File: config.mk
export PLATFORM = sky130hd
export DESIGN_NAME = bram_reinit_ctrl
export DESIGN_NICKNAME = d
export VERILOG_FILES = /design/src/rtl/bram_reinit_ctrl.sv
export SDC_FILE = /design/constraint.sdc
export NUM_CORES = 1
export LEC_CHECK = 0
export BUFFER_PORTS_ARGS = -buffer_cell sky130_fd_sc_hd__buf_2
export CORE_MARGIN = 10
export CORE_UTILIZATION = 45
export DETAILED_ROUTE_END_ITERATION = 16
export GPL_TIMING_DRIVEN = 1
export PLACE_DENSITY = 0.77
export SLEW_MARGIN = 25
export SYNTH_ARGS = -nofsm -noshare
export SYNTH_HDL_FRONTEND = slang
export SYNTH_SLANG_ARGS = --single-unit
File: constraint.sdc
create_clock -name clk -period 6.5 [get_ports clk]
set_input_delay 0.325 -clock clk [delete_from_list [all_inputs] [get_ports clk]]
set_output_delay 0.325 -clock clk [all_outputs]
set_load 0.05 [all_outputs]
File: src/rtl/bram_reinit_ctrl.sv
// Purpose: sweeps a simple-dual-port BRAM (FILL pattern, VERIFY read-back) and arbitrates one user port while idle.
// Latency: sweep = 2*DEPTH+1 cycles from accepted start to done; user read data returns 1 cycle after grant.
// Backpressure: usr_gnt is held low while busy (or when start wins); the requester holds usr_req and fields until granted.
//
// Ports:
//   clk, reset          single clock (posedge), asynchronous active-high reset
//   start, seed         1-cycle sweep request and pattern seed (sampled on accepted start)
//   busy, done          sweep in progress / 1-cycle pulse on the final (DRAIN) cycle
//   err_count, first_err, err_seen   mismatch results of the last sweep
//   usr_req/we/addr/wdata, usr_gnt, usr_rdata, usr_rvalid   user access port
//   mem_raddr, mem_waddr, mem_we, mem_din, mem_dout          RAM side (registered read, 1-cycle latency)
module bram_reinit_ctrl #(
  parameter int ADDR_W = 12,
  parameter int DATA_W = 18,
  parameter int DEPTH  = 4096,
  parameter int MULT   = 'h2F
) (
  input  logic              clk,
  input  logic              reset,
  input  logic              start,
  input  logic [DATA_W-1:0] seed,
  output logic              busy,
  output logic              done,
  output logic [15:0]       err_count,
  output logic [ADDR_W-1:0] first_err,
  output logic              err_seen,
  input  logic              usr_req,
  input  logic              usr_we,
  input  logic [ADDR_W-1:0] usr_addr,
  input  logic [DATA_W-1:0] usr_wdata,
  output logic              usr_gnt,
  output logic [DATA_W-1:0] usr_rdata,
  output logic              usr_rvalid,
  output logic [ADDR_W-1:0] mem_raddr,
  output logic [ADDR_W-1:0] mem_waddr,
  output logic              mem_we,
  output logic [DATA_W-1:0] mem_din,
  input  logic [DATA_W-1:0] mem_dout
);

  localparam logic [ADDR_W-1:0] LAST = ADDR_W'(DEPTH - 1);

  typedef enum logic [1:0] {
    S_IDLE,
    S_FILL,
    S_VERIFY,
    S_DRAIN
  } state_t;

  state_t            state, state_nx;
  logic [ADDR_W-1:0] cnt;
  logic [DATA_W-1:0] seed_q;
  logic              last;
  logic              start_acc;
  logic              cmp_vld;
  logic [ADDR_W-1:0] cmp_addr;
  logic              mismatch;
  logic              rd_pend;

  // pattern(a) = a*MULT + seed, truncated to the word width
  function automatic logic [DATA_W-1:0] pattern(input logic [ADDR_W-1:0] a,
                                                input logic [DATA_W-1:0] s);
    return DATA_W'(a) * DATA_W'(MULT) + s;
  endfunction

  assign last     = (cnt == LAST);
  assign busy     = (state != S_IDLE);
  assign mismatch = cmp_vld && (mem_dout != pattern(cmp_addr, seed_q));

  // Read data is only presented alongside its valid so idle cycles show zero.
  assign usr_rvalid = rd_pend;
  assign usr_rdata  = rd_pend ? mem_dout : '0;

  always_ff @(posedge clk or posedge reset) begin
    if (reset) state <= S_IDLE;
    else       state <= state_nx;
  end

  always_comb begin
    state_nx  = state;
    start_acc = 1'b0;
    usr_gnt   = 1'b0;
    mem_we    = 1'b0;
    mem_waddr = '0;
    mem_din   = '0;
    mem_raddr = '0;
    case (state)
      S_IDLE: begin
        if (start) begin
          // start takes priority over a simultaneous user request
          start_acc = 1'b1;
          state_nx  = S_FILL;
        end else if (usr_req) begin
          usr_gnt = 1'b1;
          if (usr_we) begin
            mem_we    = 1'b1;
            mem_waddr = usr_addr;
            mem_din   = usr_wdata;
          end else begin
            mem_raddr = usr_addr;
          end
        end
      end
      S_FILL: begin
        mem_we    = 1'b1;
        mem_waddr = cnt;
        mem_din   = pattern(cnt, seed_q);
        if (last) state_nx = S_VERIFY;
      end
      S_VERIFY: begin
        mem_raddr = cnt;
        if (last) state_nx = S_DRAIN;
      end
      S_DRAIN: begin
        state_nx = S_IDLE;
      end
      default: state_nx = S_IDLE;
    endcase
  end

  // Sweep address counter; returns to 0 at the end of each pass so VERIFY starts at 0.
  always_ff @(posedge clk or posedge reset) begin
    if (reset) begin
      cnt <= '0;
    end else if ((state == S_FILL) || (state == S_VERIFY)) begin
      cnt <= last ? '0 : cnt + 1'b1;
    end else begin
      cnt <= '0;
    end
  end

  always_ff @(posedge clk or posedge reset) begin
    if (reset) begin
      seed_q   <= '0;
      done     <= 1'b0;
      cmp_vld  <= 1'b0;
      cmp_addr <= '0;
      rd_pend  <= 1'b0;
    end else begin
      if (start_acc) seed_q <= seed;
      // done is registered off the last VERIFY read so it lands in the DRAIN cycle
      done     <= (state == S_VERIFY) && last;
      // address of the read in flight, aligned with mem_dout one cycle later
      cmp_vld  <= (state == S_VERIFY);
      cmp_addr <= cnt;
      rd_pend  <= usr_gnt && !usr_we;
    end
  end

  always_ff @(posedge clk or posedge reset) begin
    if (reset) begin
      err_count <= '0;
      first_err <= '0;
      err_seen  <= 1'b0;
    end else if (start_acc) begin
      err_count <= '0;
      first_err <= '0;
      err_seen  <= 1'b0;
    end else if (mismatch) begin
      if (err_count != 16'hFFFF) err_count <= err_count + 16'd1;
      if (!err_seen) begin
        err_seen  <= 1'b1;
        first_err <= cmp_addr;
      end
    end
  end

endmodule
-- Word level (Yosys, flattened, before mapping)
Cells that the tools add are included.
- add/sub/neg operators: 4
- multipliers: 2
- equality and inequality tests: 10
- mux-type cells: 36
- reduce and logical (&&, ||, !) cells: 12
- operators with widths (cell ; number):
    $mux 12 ; 11
    $mux 18 ; 4
    $mux 16 ; 3
    $pmux 12 s2 ; 2
    $add 18x18->18 ; 2
    $mul 12x6->18 const B ; 2
    $pmux 18 s2 ; 1
    $ne 18x18->1 ; 1
    $add 16x1->16 const B ; 1
    $ne 16x16->1 const B ; 1
    $add 12x1->12 const B ; 1
    $eq 12x12->1 const B ; 1
    $mux 1 ; 10
    $pmux 2 s4 ; 1
    $mux 2 ; 3
    $ne 2x2->1 const B ; 3
    $reduce_bool 2->1 ; 3
    $eq 2x2->1 const B ; 2
    $reduce_and 2->1 ; 2
    $logic_and 1x1->1 ; 3
    $reduce_and 3->1 ; 1
    $eq 2x1->1 const B ; 1
    $logic_not 2->1 ; 1
    $ne 2x1->1 const B ; 1
    3 further kinds ; 3
- register bits after elaboration: 76
- input port bits: 71
- output and inout bits: 94
- word-level logic and storage cells: 74

-- Logic depth before layout (Yosys ltp)
- word-level depth: 6
- depth in mapped cells: 20
- gate-level depth less buffers: 18

-- Worst setup path before layout
OpenSTA, ideal clock, no wires.
- path type: reg2out
- start point: reg cnt[7]
- end point: out mem_din[17]
- arrival time: 5.202 ns
- required time: 6.175 ns
- path slack: 0.973 ns
- stages on the path, launching flop included: 17
- buffers on the path: 0
- path through: dfrtp_1 > inv_1 > fa_1 > inv_1 > fa_1 > fa_1 > fa_1 > ha_1 > a21o_1 > a21o_1 > a21o_1 > nand3_1 > nand2_1 > a211o_1 > a21oi_1 > xnor2_1 > o21ai_0
- cells in the longest elaborated chain, start to end: 3
- ends and longest elaborated chain (what ; line ; text):
    start, declared ; 51 ; logic [ADDR_W-1:0] cnt;
    start signal, assigned ; 126 ; cnt <= last ? '0 : cnt + 1'b1;
    $mul 12x6->18 ; 63 ; return DATA_W'(a) * DATA_W'(MULT) + s;
    $add 18x18->18 ; 63 ;
    $pmux 18 s2 ; 87 ; case (state)
    end, declared ; 37 ; output logic [DATA_W-1:0] mem_din,
Every way passes these cells.

-- Final worst setup path
- start point: reg cnt[3]
- end point: out mem_din[17]
The elaborated chain is that of the path after synthesis.

==> flow_metrics.tcl <==
set metrics [dict create \
    fin_skew_ns 0.0104 \
    synth-seq-area-share_pct 22.2 \
    syn_inst 948 \
    synthMuxAreaShare_pct 1.05 \
    synth.distinct_cells 65 \
    cts_max_path_buffers 2 \
    drive_gt1_share_pct 19.5 \
    drt-initial-drc-count 314 \
    dp_hpwl_um 18800 \
    place_inst 1321 \
    die_h_um 158 \
    vias 7146 \
    antenna_left 0 \
    cell_internal_pwr_mw 1.86 \
    io_buffers 164 \
    die-area_um2 24900 \
    synth_top_family_by_area "adder cells" \
    syn-cell-area_um2 8550 \
    drv_slew 0 \
    instances_no_fill 1337 \
    synth.net_count 1200 \
    tightest_slew_ns 0.888 \
    synth-xor-area-share_pct 5.62 \
    cts_setup_buffers 0 \
    leakage_nw 5.30 \
    ctsHoldBuffers 0 \
    maxClockFrequency_ghz 0.178 \
    grt_max_degree 77 \
    cts_tree "yes" \
    seqCellArea_um2 1900 \
    pin_count 165 \
    gr-total-overflow 0 \
    p_sw_share_pct 53.0 \
    critPathMaxFanout 6 \
    clk_latency_ns 0.35 \
    synth_edf_count 0 \
    core_um2 18700 \
    p_switching_mw 2.10 \
    slew_headroom_pct 40.7 \
    routabilityCongestion 0.879 \
    critPathCaptureType "output port" \
    worstSetupPathType "reg -> out" \
    wirelength_um 22700 \
    antenna_cells 0 \
    final.min_clock_period_ns 5.63 \
    firstDrtPassIters 5 \
    ys.flop_type "dfrtp_1" \
    final_nets 1350 \
    hold_viol 0 \
    async_flop_share_pct 100 \
    crit_path_top_delay_cell "fa_1" \
    vias_per_cell 5.34 \
    grt_first_pass_wirelength_um 37100 \
    status "completed" \
    start_util_pct 45.7 \
    grt_pass1_vias 7465 \
    synthSimpleGateAreaFrac_pct 15.0 \
    rsz0062_at_grt "false" \
    cts-root-buf "clkbuf_16" \
    vdd.ir_drop.worst_mv 0.370 \
    max_stage_delay_ns 0.52 \
    setup_viol 0 \
    cts_resized 0 \
    period_share_pct 86.6 \
    grt_use_total_pct 18.7 \
    seq_power_share_pct 18.6 \
    crit_chain "inv_1 -> fa_1 -> inv_1 -> ha_1 -> ha_1 -> inv_1 -> fa_1 -> inv_1 -> ha_1 -> nor2b_1 -> o21ai_0 -> a21boi_0 -> o21ai_0 -> a21oi_1 -> a211o_1 -> a21oi_1 -> xnor2_1 -> o21ai_0 -> buf_2" \
    power_frac_clock_pct 13.9 \
    arrival_ns 5.30 \
    fin_hold_ws_ns 0.138 \
    syn_to_final_growth_pct 15.6 \
    multi_input_area_um2 5910 \
    worst-path-buf-inv 5 \
    tns_ns 0 \
    clk_pin_slew_ns 0.07 \
    num-fill-cells 1722 \
    drv_cap 0 \
    fp-row-count 50 \
    crit_family "adder cells" \
    ys_ff_latch 76 \
    avgRoutedWirePerCell_um 17.0 \
    combPwrFrac_pct 67.5 \
    cts_buffers 9 \
    required_ns 6.17 \
    die_x_um 158 \
    htreeDepth 3 \
    antenna_found_initial 0 \
    synthAdderAreaFrac_pct 34.0 \
    post-route-drc-count 0 \
    hp-class "in -> async" \
    critPathLaunchType "flip-flop" \
    avgSynthCellArea_um2 9.02 \
    powerDensity_nw_per_um2 401 \
    ys_warn_count 0 \
    cp_common_cell "inv_1" \
    synth-compound-area-share_pct 13.4 \
    cts.sinks 76 \
]
power groups by stage:
stage               registers [mW]  clock network, mW  logic (mW)
global placement             0.739                  0        2.65
detailed placement           0.744                  0        2.66
CTS                          0.738              0.558        2.69
floorplan                    0.735                  0        2.02
finish                       0.737              0.551        2.67
global route                 0.754              0.578        3.00
metal layers:
layer | GRT usage [%] | wire length (um)
met5 | 0 | 0
met4 | 5.03 | 367
met3 | 4.23 | 1680
met2 | 31.5 | 10900
met1 | 23.5 | 9760
placed cells by master, fill, tap and decap left out, drive strengths merged, types with 3 or more instances in the layout:
cell and instances:
buf 168, inv 157, nand2 133, ha 95, fa 86, dfrtp 76
o21ai 72, a21oi 37, xnor2 35, nor2 35, and2 24, xor2 19
or3 14, nand4 13, nand3 13, clkbuf 11, mux2i 9, and3 9
a21o 8, o211ai 8, or4 6, o31ai 6, nor2b 5, o41ai 5
a31oi 4, o21a 4, nand2b 4, a22o 4, a31o 4, and4 3
or2 3, nor4 3, nor3 3
worst paths after layout:
kind                        startpoint            end  slack, ns  depth (start not counted)
setup / recovery                cnt[3]    mem_din[17]       0.87                         19
hold / removal                   reset           done       0.14                          3
setup reg to reg           cmp_addr[5]  err_count[14]       1.05                         17
hold reg to reg                cnt[11]   cmp_addr[11]       0.47                          0
max in group asynchronous        reset     seed_q[12]       5.85                          3
min in group clk               seed[5]      seed_q[5]       0.18                          3
cell usage after synthesis (all sizes together) (3+ instances only):
library cell | number | area share (%)
and2 | 24 | 1.8
or2 | 3 | 0.22
xor2 | 19 | 2.0
a21oi | 37 | 2.6
nor2b | 5 | 0.37
o41ai | 5 | 0.51
clkbuf | 21 | 0.92
o21a | 4 | 0.35
nand2b | 4 | 0.29
o31ai | 6 | 0.59
dfrtp | 76 | 22
fa | 86 | 20
xnor2 | 35 | 3.6
inv | 157 | 6.9
a31o | 4 | 0.41
nand2 | 133 | 5.8
and4 | 3 | 0.31
nor4 | 3 | 0.22
or4 | 6 | 0.57
a22o | 4 | 0.41
or3 | 14 | 1.0
mux2i | 9 | 1.1
o21ai | 72 | 4.5
a21o | 8 | 0.70
nand4 | 13 | 0.95
nand3 | 13 | 0.76
ha | 95 | 14
nor2 | 35 | 1.6
and3 | 9 | 0.66
a31oi | 4 | 0.29
nor3 | 3 | 0.31
buf | 8 | 0.80
o211ai | 8 | 0.76
area by class of cell:
class | instances | area share (%)
clock buffer | 11 | 2.46
tap | 234 | 2.96
timing repair buffer | 168 | 8.65
multi-input combinational | 686 | 59.9
sequential | 76 | 19.2
clock inverter | 5 | 0.861
inverter | 157 | 5.96
flip-flops by register name, summed over array words and instances (netlist names):
register    cells
seed_q         18
err_count      16
cmp_addr       12
cnt            12
first_err      12
state           2
cmp_vld         1
done            1
err_seen        1
usr_rvalid      1
per-stage QoR:
stage | setup slack [ns] | cell area (um^2) | power [mW] | util [%]
2_1_floorplan | 0.973 | 8550 | 2.75 | -
3_5_place_dp | 1.10 | 9550 | 3.41 | 51.0
4_1_cts | 0.864 | 9870 | 3.99 | 52.8
5_1_grt | 0.516 | 9880 | 4.33 | 52.8
6_report | 0.871 | 9880 | 3.96 | 52.8
3_3_place_gp | 1.18 | 9540 | 3.39 | 51.0
tightest hold or removal path, delay by kind of cell:
family	cells	cell delay, ns
buf+inv	3	0.66
cells by family (layout without fill, tap and decap cells):
| kind of cell | after synthesis | in the layout |
|---|---|---|
| XOR/XNOR | 54 | 54 |
| buffers and inverters | 186 | 341 |
| AND/OR/NAND/NOR | 269 | 269 |
| AO/OA/AOI/OAI | 173 | 173 |
| adder cells (fa/ha/maj) | 181 | 181 |
| multiplexers | 9 | 9 |
| flip-flops | 76 | 76 |
(Power assumes the default switching activity.)
